`config.mk`:
```
export PLATFORM = sky130hd
export DESIGN_NAME = evt_window_ctrl_flat
export DESIGN_NICKNAME = d
export VERILOG_FILES = /design/src/rtl/evt_pkg.sv /design/src/rtl/evt_window_ctrl_if.sv /design/src/rtl/gated_evt_counter.sv /design/src/rtl/evt_window_ctrl.sv /design/src/flat_wrapper.sv
export SDC_FILE = /design/constraint.sdc
export NUM_CORES = 1
export LEC_CHECK = 0
export ABC_AREA = 0
export BUFFER_PORTS_ARGS = -buffer_cell sky130_fd_sc_hd__clkbuf_2
export CORE_ASPECT_RATIO = 0.5
export CORE_MARGIN = 8
export CORE_UTILIZATION = 44
export CTS_CLUSTER_DIAMETER = 120
export DETAILED_ROUTE_END_ITERATION = 8
export SLEW_MARGIN = 5
export SYNTH_ARGS = -nofsm -noshare
export SYNTH_HDL_FRONTEND = slang
export SYNTH_SLANG_ARGS = --single-unit
```
`constraint.sdc`:
```
create_clock -name clk_in -period 4.5 [get_ports clk_in]
set_input_delay 0.45 -clock clk_in [delete_from_list [all_inputs] [get_ports clk_in]]
set_output_delay 0.45 -clock clk_in [all_outputs]
set_load 0.01 [all_outputs]
```
`src/rtl/evt_pkg.sv`:
```
// Shared types for the measurement-window controller: FSM states and window-index sizing.
package evt_pkg;

  typedef enum logic [1:0] {
    IDLE   = 2'd0,
    SETTLE = 2'd1,
    COUNT  = 2'd2,
    HOLD   = 2'd3
  } evt_state_e;

  localparam int DEFAULT_NUM_WINDOWS = 4;

  // A single-window sweep still needs a one-bit index port.
  function automatic int idx_width(input int num_windows);
    return (num_windows > 1) ? $clog2(num_windows) : 1;
  endfunction

endpackage

```
`src/rtl/evt_window_ctrl_if.sv`:
```
// Signal bundle between the depth-scan sequencer, the window controller and result capture.
interface evt_window_ctrl_if
  import evt_pkg::*;
#(
  parameter int COUNT_WIDTH = 16,
  parameter int NUM_WINDOWS = DEFAULT_NUM_WINDOWS
) ();

  localparam int IDX_W = idx_width(NUM_WINDOWS);

  logic                   start_in;
  logic                   abort_in;
  logic                   evt_in;
  logic                   ready_in;
  logic                   valid_out;
  logic [COUNT_WIDTH-1:0] count_out;
  logic [IDX_W-1:0]       window_idx_out;
  logic                   overflow_out;
  logic                   busy_out;
  logic                   done_out;

  modport master (
    output start_in, abort_in, evt_in, ready_in,
    input  valid_out, count_out, window_idx_out, overflow_out, busy_out, done_out
  );

  modport slave (
    input  start_in, abort_in, evt_in, ready_in,
    output valid_out, count_out, window_idx_out, overflow_out, busy_out, done_out
  );

endinterface

```
`src/rtl/gated_evt_counter.sv`:
```
// Saturating event counter with a sticky overflow flag. The outputs present the value
// including the current cycle's event, so the parent can latch a complete window in one edge.
module gated_evt_counter #(
  parameter int COUNT_WIDTH = 16
) (
  input  logic                   clk_in,
  input  logic                   rst_in,
  input  logic                   clr,
  input  logic                   en,
  input  logic                   evt,
  output logic [COUNT_WIDTH-1:0] count,
  output logic                   overflow
);

  localparam logic [COUNT_WIDTH-1:0] CNT_MAX  = {COUNT_WIDTH{1'b1}};
  localparam logic [COUNT_WIDTH-1:0] CNT_ZERO = {COUNT_WIDTH{1'b0}};

  logic [COUNT_WIDTH-1:0] cnt_r;
  logic [COUNT_WIDTH-1:0] cnt_s;
  logic                   ovf_r;
  logic                   ovf_s;

  // Clear wins over counting; an event at saturation only raises the sticky flag.
  always_comb begin
    cnt_s = cnt_r;
    ovf_s = ovf_r;
    if (clr) begin
      cnt_s = CNT_ZERO;
      ovf_s = 1'b0;
    end else if (en && evt) begin
      if (cnt_r == CNT_MAX) begin
        ovf_s = 1'b1;
      end else begin
        cnt_s = cnt_r + COUNT_WIDTH'(1'b1);
      end
    end else begin
      cnt_s = cnt_r;
      ovf_s = ovf_r;
    end
  end

  // Counter state register.
  always_ff @(posedge clk_in) begin
    if (!rst_in) begin
      cnt_r <= CNT_ZERO;
      ovf_r <= 1'b0;
    end else begin
      cnt_r <= cnt_s;
      ovf_r <= ovf_s;
    end
  end

  assign count    = cnt_s;
  assign overflow = ovf_s;

endmodule

```
`src/rtl/evt_window_ctrl.sv`:
```
// Measurement-window controller: each start runs NUM_WINDOWS settle/count windows and hands
// every window's event count downstream on a valid/ready handshake.
module evt_window_ctrl
  import evt_pkg::*;
#(
  parameter int WINDOW_CYCLES = 1000,
  parameter int SETTLE_CYCLES = 16,
  parameter int NUM_WINDOWS   = DEFAULT_NUM_WINDOWS,
  parameter int COUNT_WIDTH   = 16
) (
  input logic              clk_in,
  input logic              rst_in,
  evt_window_ctrl_if.slave bus
);

  localparam int IDX_W    = idx_width(NUM_WINDOWS);
  localparam int TMR_SPAN = (WINDOW_CYCLES > SETTLE_CYCLES) ? WINDOW_CYCLES : SETTLE_CYCLES;
  localparam int TMR_W    = (TMR_SPAN > 1) ? $clog2(TMR_SPAN) : 1;
  localparam logic [TMR_W-1:0] WIN_LOAD    = TMR_W'(WINDOW_CYCLES - 1);
  localparam logic [TMR_W-1:0] SETTLE_LOAD = TMR_W'((SETTLE_CYCLES > 0) ? SETTLE_CYCLES - 1 : 0);
  localparam logic [TMR_W-1:0] TMR_ZERO    = {TMR_W{1'b0}};
  localparam logic [IDX_W-1:0] IDX_ZERO    = {IDX_W{1'b0}};
  localparam logic [IDX_W-1:0] LAST_IDX    = IDX_W'(NUM_WINDOWS - 1);
  localparam bit               SKIP_SETTLE = (SETTLE_CYCLES == 0);

  evt_state_e             state_r;
  evt_state_e             state_s;
  logic [TMR_W-1:0]       timer_r;
  logic [TMR_W-1:0]       timer_s;
  logic [IDX_W-1:0]       idx_r;
  logic [IDX_W-1:0]       idx_s;
  logic [IDX_W-1:0]       idx_out_r;
  logic [COUNT_WIDTH-1:0] count_out_r;
  logic [COUNT_WIDTH-1:0] cnt_s;
  logic                   ovf_s;
  logic                   ovf_out_r;
  logic                   valid_r;
  logic                   busy_r;
  logic                   done_r;
  logic                   done_s;
  logic                   clr_s;
  logic                   en_s;
  logic                   abort_s;
  logic                   handshake_s;
  logic                   timer_done_s;

  gated_evt_counter #(
    .COUNT_WIDTH(COUNT_WIDTH)
  ) u_counter (
    .clk_in   (clk_in),
    .rst_in   (rst_in),
    .clr      (clr_s),
    .en       (en_s),
    .evt      (bus.evt_in),
    .count    (cnt_s),
    .overflow (ovf_s)
  );

  assign en_s         = (state_r == COUNT);
  assign abort_s      = bus.abort_in && (state_r != IDLE);
  assign handshake_s  = valid_r && bus.ready_in;
  assign timer_done_s = (timer_r == TMR_ZERO);

  // Next state, phase timer and window index; a window entry skips SETTLE when it has no length.
  always_comb begin
    state_s = state_r;
    timer_s = timer_r;
    idx_s   = idx_r;
    clr_s   = 1'b0;
    done_s  = 1'b0;
    if (abort_s) begin
      state_s = IDLE;
    end else begin
      case (state_r)
        IDLE: begin
          if (bus.start_in) begin
            idx_s = IDX_ZERO;
            if (SKIP_SETTLE) begin
              state_s = COUNT;
              timer_s = WIN_LOAD;
              clr_s   = 1'b1;
            end else begin
              state_s = SETTLE;
              timer_s = SETTLE_LOAD;
            end
          end else begin
            state_s = IDLE;
          end
        end
        SETTLE: begin
          if (timer_done_s) begin
            state_s = COUNT;
            timer_s = WIN_LOAD;
            clr_s   = 1'b1;
          end else begin
            timer_s = timer_r - TMR_W'(1'b1);
          end
        end
        COUNT: begin
          if (timer_done_s) begin
            state_s = HOLD;
          end else begin
            timer_s = timer_r - TMR_W'(1'b1);
          end
        end
        HOLD: begin
          if (!handshake_s) begin
            state_s = HOLD;
          end else if (idx_r == LAST_IDX) begin
            state_s = IDLE;
            done_s  = 1'b1;
          end else begin
            idx_s = idx_r + IDX_W'(1'b1);
            if (SKIP_SETTLE) begin
              state_s = COUNT;
              timer_s = WIN_LOAD;
              clr_s   = 1'b1;
            end else begin
              state_s = SETTLE;
              timer_s = SETTLE_LOAD;
            end
          end
        end
        default: begin
          state_s = IDLE;
        end
      endcase
    end
  end

  // FSM registers and registered outputs; results load only on the COUNT->HOLD edge.
  always_ff @(posedge clk_in) begin
    if (!rst_in) begin
      state_r     <= IDLE;
      timer_r     <= TMR_ZERO;
      idx_r       <= IDX_ZERO;
      idx_out_r   <= IDX_ZERO;
      count_out_r <= {COUNT_WIDTH{1'b0}};
      ovf_out_r   <= 1'b0;
      valid_r     <= 1'b0;
      busy_r      <= 1'b0;
      done_r      <= 1'b0;
    end else begin
      state_r <= state_s;
      timer_r <= timer_s;
      idx_r   <= idx_s;
      valid_r <= (state_s == HOLD);
      busy_r  <= (state_s != IDLE);
      done_r  <= done_s;
      if ((state_r == COUNT) && (state_s == HOLD)) begin
        count_out_r <= cnt_s;
        ovf_out_r   <= ovf_s;
        idx_out_r   <= idx_r;
      end else begin
        count_out_r <= count_out_r;
        ovf_out_r   <= ovf_out_r;
        idx_out_r   <= idx_out_r;
      end
    end
  end

  assign bus.valid_out      = valid_r;
  assign bus.count_out      = count_out_r;
  assign bus.window_idx_out = idx_out_r;
  assign bus.overflow_out   = ovf_out_r;
  assign bus.busy_out       = busy_r;
  assign bus.done_out       = done_r;

endmodule

```
`src/flat_wrapper.sv`:
```
// flat-port wrapper written by rule: the top's interface ports become plain ports
module evt_window_ctrl_flat import evt_pkg::*;
#(
  parameter int WINDOW_CYCLES = 1000,
  parameter int SETTLE_CYCLES = 16,
  parameter int NUM_WINDOWS   = DEFAULT_NUM_WINDOWS,
  parameter int COUNT_WIDTH   = 16
)
  (clk_in, rst_in, bus_start_in, bus_abort_in, bus_evt_in, bus_ready_in, bus_valid_out, bus_count_out, bus_window_idx_out, bus_overflow_out, bus_busy_out, bus_done_out);
  evt_window_ctrl_if #(.COUNT_WIDTH(COUNT_WIDTH), .NUM_WINDOWS(NUM_WINDOWS)) bus_i ();
  input logic clk_in;
  input logic rst_in;
  input wire logic [$bits(bus_i.start_in)-1:0] bus_start_in;
  input wire logic [$bits(bus_i.abort_in)-1:0] bus_abort_in;
  input wire logic [$bits(bus_i.evt_in)-1:0] bus_evt_in;
  input wire logic [$bits(bus_i.ready_in)-1:0] bus_ready_in;
  output wire logic [$bits(bus_i.valid_out)-1:0] bus_valid_out;
  output wire logic [$bits(bus_i.count_out)-1:0] bus_count_out;
  output wire logic [$bits(bus_i.window_idx_out)-1:0] bus_window_idx_out;
  output wire logic [$bits(bus_i.overflow_out)-1:0] bus_overflow_out;
  output wire logic [$bits(bus_i.busy_out)-1:0] bus_busy_out;
  output wire logic [$bits(bus_i.done_out)-1:0] bus_done_out;
  assign bus_i.start_in = bus_start_in;
  assign bus_i.abort_in = bus_abort_in;
  assign bus_i.evt_in = bus_evt_in;
  assign bus_i.ready_in = bus_ready_in;
  assign bus_valid_out = bus_i.valid_out;
  assign bus_count_out = bus_i.count_out;
  assign bus_window_idx_out = bus_i.window_idx_out;
  assign bus_overflow_out = bus_i.overflow_out;
  assign bus_busy_out = bus_i.busy_out;
  assign bus_done_out = bus_i.done_out;
  evt_window_ctrl #(.WINDOW_CYCLES(WINDOW_CYCLES), .SETTLE_CYCLES(SETTLE_CYCLES), .NUM_WINDOWS(NUM_WINDOWS), .COUNT_WIDTH(COUNT_WIDTH)) u_core (.clk_in(clk_in), .rst_in(rst_in), .bus(bus_i));
endmodule
```
# Word level (Yosys, flattened, before mapping)
# Index checks and enable logic that the tools add are counted.
# Widths: inputs -> output; s select.
[totals] ff_bits=53 latchBits=0 mem_bits_rw=0 rom_bits=0 out_inout_bits=22 wordCells=67 mem_count=0
[classes] n_addsub=3 mul=0 n_div=0 magnitude_cmp=0 eq_ne=10 shifts=0 mux=27 n_bitwise=4 n_reduce_logical=12
[ops] cell="$mux 10" count=5
[ops] cell="$mux 16" count=3
[ops] cell="$pmux 10 s4" count=1
[ops] cell="$add 16x1->16 const B" count=1
[ops] cell="$eq 16x16->1 const B" count=1
[ops] cell="$mux 2" count=7
[ops] cell="$logic_not 10->1" count=1
[ops] cell="$reduce_and 5->1" count=2
[ops] cell="$sub 10x1->10 const B" count=1
[ops] cell="$mux 1" count=9
[ops] cell="$eq 2x2->1 const B" count=4
[ops] cell="$pmux 2 s4" count=1
[ops] cell="$ne 2x2->1 const B" count=3
[ops] cell="$reduce_bool 2->1" count=3
[ops] cell="$logic_and 1x1->1" count=4
[ops] cell="$not 1->1" count=4
[ops] cell="$pmux 2 s2" count=1
[ops] cell="$reduce_or 4->1" count=1
[ops] cell="$add 2x1->2 const B" count=1
[ops] cell="$eq 2x1->1 const B" count=1
[ops] cell="$logic_not 2->1" count=1
[ops] cell="$ne 2x1->1 const B" count=1

# Logic depth before layout (Yosys ltp)
# Gate-level depths: netlist (run 1).
[depth] word_depth=7 ltp_mapped=9 ltp_nobuf=7

# Modules after synthesis
# A second synthesis (run 1) with hierarchy kept.
[unflattened] cells_unflattened=341 area_unflattened_um2=2808.9
[by_module_without_submodules] module="evt_window_ctrl" n_inst=1 cells_per_inst=208 area_each_um2=1785.5 seq_area_each_um2=720.7
[by_module_without_submodules] module="gated_evt_counter" n_inst=1 cells_per_inst=133 area_each_um2=1023.5 seq_area_each_um2=340.3

# Least setup slack after synthesis (run 1)
# Ideal clock, no wire load.
[synth_timing] path_type="flip-flop to flip-flop" start="register u_core.state_r[0]" end="register u_core.timer_r[3]" setup_ns=0.116 t_arrival_ns=1.949 setup_slack_ns=2.435 path_stages_with_launch=8 n_path_buf=0 synth_period_minus_slack_ns=2.065 cell_sequence="dfxtp_1 inv_1 ha_1 nor2b_1 nor4b_2 a21boi_2 o22ai_1 a31o_2"
[synth_between] elab_chain_cells=4 elab_cells_between_ends=13 cone_classes="eq/ne: 7; mux: 1; bitwise: 1; reduce/logical: 4"
[synth_lines] item="from (decl)" line_no="evt_window_ctrl.sv:26" text="evt_state_e state_r;"
[synth_lines] item="from (signal assigned)" line_no="evt_window_ctrl.sv:144" text="state_r <= state_s;"
[synth_lines] item="branches (longest 4 deep; another with $reduce_and 5->1)"
[synth_lines] item="to (signal assigned)" line_no="evt_window_ctrl.sv:145" text="timer_r <= timer_s;"
[synth_lines] item="to (decl)" line_no="evt_window_ctrl.sv:28" text="logic [TMR_W-1:0] timer_r;"
# Parallel ways; which one is timed is not known.
# A chain may end at the register's enable or synchronous reset.

# Final worst setup path (run 1)
[layout_timing] start="register u_core.timer_r[0]" end="register u_core.count_out_r[9] (netlist: u_core.bus.count_out[9])"
[layout_between] elab_chain_cells=6 elab_cells_between_ends=11 cone_classes="eq/ne: 1; mux: 8; reduce/logical: 2"
[layout_lines] item="$logic_not 10->1 *" line_no="evt_window_ctrl.sv:62" text="assign timer_done_s = (timer_r == TMR_ZERO);"
[layout_lines] item="$mux 2 (on tied branches)" line_no="evt_window_ctrl.sv:100, evt_window_ctrl.sv:91"
[layout_lines] item="$pmux 2 s4" line_no="evt_window_ctrl.sv:74" text="case (state_r)"
[layout_lines] item="$mux 2" line_no="evt_window_ctrl.sv:71" text="if (abort_s) begin"
[layout_lines] item="$eq 2x2->1" line_no="evt_window_ctrl.sv:150" text="if ((state_r == COUNT) && (state_s == HOLD)) begin"
[layout_lines] item="$logic_and 1x1->1" line_no="evt_window_ctrl.sv:150"
[layout_lines] item="to (signal assigned)" line_no="evt_window_ctrl.sv:138" text="count_out_r <= {COUNT_WIDTH{1'b0}};"
[layout_lines] item="to (signal assigned)" line_no="evt_window_ctrl.sv:151" text="count_out_r <= cnt_s;"
[layout_lines] item="to (signal assigned)" line_no="evt_window_ctrl.sv:155" text="count_out_r <= count_out_r;"
[layout_lines] item="to (decl)" line_no="evt_window_ctrl.sv:33" text="logic [COUNT_WIDTH-1:0] count_out_r;"
# Mark *: on every way between the ends. The rest lies on a longest branch, timed or not.

==> reports/qor.yml, run 1 <==
critical_path:
  crit_family: "simple AND/OR/NAND/NOR gates"
  crit_path_start_kind: "flop"
  worstSetupPathType: "flop to flop"
  worstPathRequired_ns: 4.69
  timing.critical_path.to_type: "flop"
  critical_path_arrival_ns: 2.77
  crit_slowest_cell: "o311ai_4"
  cpPeakStageDelay_ns: 0.65
  cp_cell_sequence: "inv_1 -> ha_1 -> nor3b_2 -> and3_1 -> o311ai_4 -> or2_1 -> a2bb2o_4"
  worstPathMaxFanout: 16
  critPathBufInv: 1
floorplan:
  die_width_um: 124.2
  die_h_um: 70.08
  start_util: 0.4627
  fp-row-count: 19
  design.core.area_mm2: 0.005563
  ioPinCount: 28
  die_area_mm2: 0.008701
cells_and_area:
  final_common_cell: "dfxtp_1"
  final.fill_count: 535
  register_cell_area_after_layout_mm2: 0.001061
  drive_gt1_frac: 0.1608
  total_inserted_antenna_cells: 0
  final_nets: 324
  final_cells: 384
  layout-area-overhead-vs-synth_pct: 12.83
  layout_common_cells: "dfxtp_1 (53), nor2_1 (32), clkbuf_2 (27)"
  multi_input_gate_area_in_the_final_layout_mm2: 0.001415
timing:
  max_freq_mhz: 387.5
  slew_violations: 0
  worst_clock_skew_ns: 0.004788
  max-slew-margin-rel: 0.5124
  finalCritPeriodShare: 0.5734
  hold_violations: 0
  clock_period_minus_final_worst_setup_slack_ns: 2.580
  holdWs_ns: 0.4104
  report.final.setup_viol: 0
  fin_setup_tns_ns: 0
  unrepaired_setup_endpoints_after_global_routing: "false"
  timing_worst_slew_pin_value_ns: 0.7248
logic_synthesis:
  combinational_family_with_the_most_area_after_synthesis: "simple AND/OR/NAND/NOR gates"
  yosys.area_share.xor_xnor: 0.01702
  synth_compound_gate_area_share: 0.2197
  post_synth_num_cell_types: 53
  syn_area_mm2: 0.002574
  synth-edff-count: 0
  synthesis.area_per_instance_um2: 8.968
  synth_async_sr_flop_share: 0
  mappedNetlistNets: 300
  adder_and_majority_gate_portion_of_the_synthesized_area: 0.03403
  synth_sequential_area_ratio: 0.4123
  yosys_warnings: 0
  synthCells: 287
  ys_ff_latch: 53
  synth_simple_gate_area_share: 0.2509
  yosys_most_used_dff: "dfxtp_1"
  synthMuxAreaShare: 0.02820
clocking:
  post-cts-setup-buffers: 0
  cts_buffer_depth: 2
  clk_transition_reported_paths_ns: 0.07
  postCtsHoldBufs: 0
  cts_made_buffers: 5
  cts_max_level: 2
  tritoncts: "yes"
  cts_sinks: 53
  cts.root.buffer_cell: "clkbuf_16"
  post_cts.resized_instances: 0
  worstSkewPairLatency_ns: 0.29
drt:
  route.final.wire_length_um: 5637
  drt_drc_violations_left: 0
  drt-initial-drc-count: 145
  vias_per_cell: 5.612
  met2_wirelength_from_detailed_routing_um: 2622
  wl_met3_um: 195
  top_signal_layer_used: "met4"
  vias: 2155
  drt_pass1_iterations: 4
  m1WireLength_um: 2744
  avgRoutedWirePerCell_um: 14.68
  antenna_violating_nets_post_route: 0
global_route:
  global_route.overflow_total: 0
  grt_antenna_before_repair: 0
  tot_gr_track_use: 0.1369
  grt_start_max_net_pins: 33
  wire_length_of_the_first_global_routing_pass_um: 9811
  vias_in_the_first_global_route: 2071
power_and_ir_drop:
  ir_worst_vdd_v: 0.0001833
  power.leakage_uw: 0.001134
  pwr_density_cell_mw_per_mm2: 347.3
  totalPowerFinal_uw: 1009
placement:
  detailedPlacementHpwl_um: 4129
  port_buffers: 27
  dp_cells: 377
  place.gp.congestion: 0.8234
run:
  cap_violations: 0
outcome:
  result_of_the_run: "finished, final reports clean"
min_path:
  hold_class: "input port to flop"
[stage by stage]
step / setup slack [ns] / util / cell area (µm²)
2_1_floorplan: 2.435 / - / 2574
5_1_grt: 1.676 / 0.5220 / 2904
6_report: 1.920 / 0.5220 / 2904
4_1_cts: 1.909 / 0.5220 / 2904
3_3_place_gp: 2.006 / 0.4933 / 2744
3_5_place_dp: 1.925 / 0.4933 / 2744
[power by group]
| part | total, µW | internal (µW) | switching (µW) |
|---|---|---|---|
| sequential | 488 | 478 | 10.2 |
| clock | 421 | 258 | 163 |
| combinational | 99.6 | 34.3 | 65.3 |
[cell families (layout without fill, tap and decap cells)]
kind of cell / after synthesis / in the layout
adders and majority gates: 7 / 7
AOI/OAI and AO/OA: 76 / 76
buffers and inverters: 20 / 44
and+or+nand+nor: 119 / 119
DFF: 53 / 53
muxes: 7 / 7
xor gates and xnor gates: 5 / 5
[Yosys cell counts (7+ instances only)]
cell,number,share of area
inv_1,9,0.013
nand3_1,21,0.041
nor3_1,8,0.016
a21oi_1,8,0.016
o21ai_0,16,0.031
nor2_1,32,0.047
ha_1,7,0.034
nand2_1,20,0.029
o2bb2ai_1,7,0.024
dfxtp_1,53,0.41
nor2b_1,7,0.017
a31oi_1,8,0.019
[state kept, by name, indices dropped and copies added (netlist names)]
signal                     cells
u_core.bus.count_out          16
u_core.u_counter.cnt_r        16
u_core.timer_r                10
u_core.bus.window_idx_out      2
u_core.idx_r                   2
u_core.state_r                 2
u_core.bus.busy_out            1
u_core.bus.done_out            1
u_core.bus.overflow_out        1
u_core.bus.valid_out           1
u_core.u_counter.ovf_r         1
[layout make-up]
type                       count  area share
clock buffer                   5     0.04308
clock inverter                 2     0.01206
inverter                       9     0.01163
multi-input combinational    214      0.4873
sequential                    53      0.3654
tap                           73     0.03145
timing repair buffer          28     0.04912
[final timing paths]
path	from	slack (ns)	cells past startpoint	to
setup / recovery	u_core.timer_r[0]	1.92	7	u_core.bus.count_out[9]
hold / removal	bus_ready_in	0.41	3	u_core.bus.done_out
setup reg to reg	u_core.timer_r[0]	1.92	7	u_core.bus.count_out[9]
hold reg to reg	u_core.bus.count_out[4]	0.47	1	u_core.bus.count_out[4]
[per-layer routing]
layer  GRT usage  up-vias
met5           0        -
li1            -     1102
met4     0.04712        0
met3     0.03609        8
met2      0.2188       21
met1      0.1732     1024
[worst register-to-register path, cell delays in order, from the launching register on]
cell	delay, ns
dfxtp_1	0.37
inv_1	0.07
ha_1	0.23
nor3b_2	0.21
and3_1	0.27
o311ai_4	0.65
or2_1	0.45
a2bb2o_4	0.24
No activity file was read; power rests on OpenSTA's default activity.
==> run 2: changes to the inputs <==
- clock period: 4.5 -> 2.6 ns (I/O delays scaled with it)
==> run 2 against run 1 <==
Via count rose by 0.70%. Largest power group unchanged. Sequential share of layout area fell by 0.45 points. Sequential cell count did not move. Sequential power rose by 73%. Cell count rose by 1.0%. Global-route usage fell by 0.37 points. Final area rose by 1.2%. Fmax rose by 12%. Combinational power rose by 83%. Die area did not move. Clock-buffer cell count did not move.
==> reports/qor.yml, run 2 (synthesis results as in run 1) <==
clocking:
  clk_transition_reported_paths_ns: 0.06
  cts_made_buffers: 5
  tritoncts: "yes"
  cts.root.buffer_cell: "clkbuf_16"
  cts_buffer_depth: 2
  post-cts-setup-buffers: 0
  worstSkewPairLatency_ns: 0.29
  cts_max_level: 2
  cts_sinks: 53
drt:
  drt_pass1_iterations: 4
  vias_per_cell: 5.593
  route.final.wire_length_um: 5679
  drt-initial-drc-count: 161
  avgRoutedWirePerCell_um: 14.64
  vias: 2170
  antenna_violating_nets_post_route: 0
  drt_drc_violations_left: 0
timing:
  clock_period_minus_final_worst_setup_slack_ns: 2.313
  finalWorstSetupSlack_ns: 0.2867
  hold_violations: 0
  finalCritPeriodShare: 0.8897
  worst_clock_skew_ns: 0.003150
  holdWs_ns: 0.2334
  max_freq_mhz: 432.3
  timing_worst_slew_pin_value_ns: 0.7739
  max-slew-margin-rel: 0.4793
  report.final.setup_viol: 0
  unrepaired_setup_endpoints_after_global_routing: "false"
  slew_violations: 0
  fin_setup_tns_ns: 0
power_and_ir_drop:
  power.leakage_uw: 0.001155
  totalPowerFinal_uw: 1762
  ir_worst_vdd_v: 0.0002478
  pwr_density_cell_mw_per_mm2: 599.3
critical_path:
  cpPeakStageDelay_ns: 0.35
  crit_path_start_kind: "flop"
  timing.critical_path.to_type: "flop"
  cp_cell_sequence: "inv_1 -> ha_1 -> nor3b_4 -> nand3_1 -> o21ai_1 -> buf_4 -> a311oi_1 -> mux2_2"
  critical_path_arrival_ns: 2.50
  worstSetupPathType: "flop to flop"
  crit_slowest_cell: "nor3b_4"
  worstPathRequired_ns: 2.78
  worstPathMaxFanout: 22
global_route:
  wire_length_of_the_first_global_routing_pass_um: 9556
  global_route.overflow_total: 0
  grt_start_max_net_pins: 23
  vias_in_the_first_global_route: 2049
  grt_antenna_before_repair: 0
  tot_gr_track_use: 0.1332
floorplan:
  design.core.area_mm2: 0.005563
  die_h_um: 70.08
  die_area_mm2: 0.008701
  ioPinCount: 28
  die_width_um: 124.2
  fp-row-count: 19
  start_util: 0.4627
cells_and_area:
  final_common_cell: "dfxtp_1"
  total_inserted_antenna_cells: 0
  layout_common_cells: "dfxtp_1 (53), nor2_1 (32), clkbuf_2 (27)"
  final_nets: 328
  drive_gt1_frac: 0.1714
  layout-area-overhead-vs-synth_pct: 14.24
  postLayoutCellArea_mm2: 0.002940
placement:
  detailed_place.area_mm2: 0.002774
  post-place-ws_ns: 0.1840
  detailedPlacementHpwl_um: 4168
  place.gp.congestion: 0.8534
  port_buffers: 27
run:
  cap_violations: 0
outcome:
  result_of_the_run: "finished, final reports clean"
min_path:
  hold_class: "input port to flop"
[run 2: stage by stage]
step / std cells / utilization
6_report: 388 / 0.5286
5_1_grt: 388 / 0.5286
4_1_cts: 388 / 0.5274
3_5_place_dp: 381 / 0.4987
3_3_place_gp: 381 / 0.4987
2_1_floorplan: 287 / -
[run 2: path summary, 6_finish.rpt]
| kind | start | end | slack [ns] | depth (start not counted) |
|---|---|---|---|---|
| max | u_core.timer_r[0] | u_core.bus.count_out[14] | 0.29 | 8 |
| min | bus_ready_in | u_core.bus.done_out | 0.23 | 3 |
| max reg2reg | u_core.timer_r[0] | u_core.bus.count_out[14] | 0.29 | 8 |
| min reg2reg | u_core.bus.count_out[0] | u_core.bus.count_out[0] | 0.46 | 1 |
[run 2: layer usage]
layer,vias to the layer above,global-route usage,part of all wire
li1,1115,-,-
met1,1018,0.1680,0.49
met2,29,0.2146,0.46
met3,8,0.03689,0.040
met4,0,0.04058,0.012
met5,-,0,0
[run 2: critical path, delay by kind of cell, from the launching register on]
family                     cells  cell delay, ns
buffers and inverters          2            0.38
AOI/OAI and AO/OA              2            0.37
DFF                            1            0.33
muxes                          1            0.29
adders and majority gates      1            0.20
and+or+nand+nor                2            0.63
[run 2: final cells by class]
type / count / area [µm²]
Fill cell: 536 / 2623
Tap cell: 73 / 91.34
Multi-Input combinational cell: 214 / 1421
Sequential cell: 53 / 1061
Clock buffer: 5 / 125.1
Timing Repair Buffer: 32 / 172.7
Inverter: 9 / 33.78
Clock inverter: 2 / 35.03
[run 2: repair_timing]
action | CTS | global route
hold endpoints to repair | 0 | 0
gates resized for setup | 0 | 1
setup endpoints to repair | 0 | 2
hold buffers | 0 | 0
[run 2: report_power, final]
| part | switching (µW) | total (µW) | internal (µW) |
|---|---|---|---|
| Sequential | 18.4 | 845 | 827 |
| Combinational | 116 | 182 | 65.6 |
| Clock | 288 | 735 | 447 |
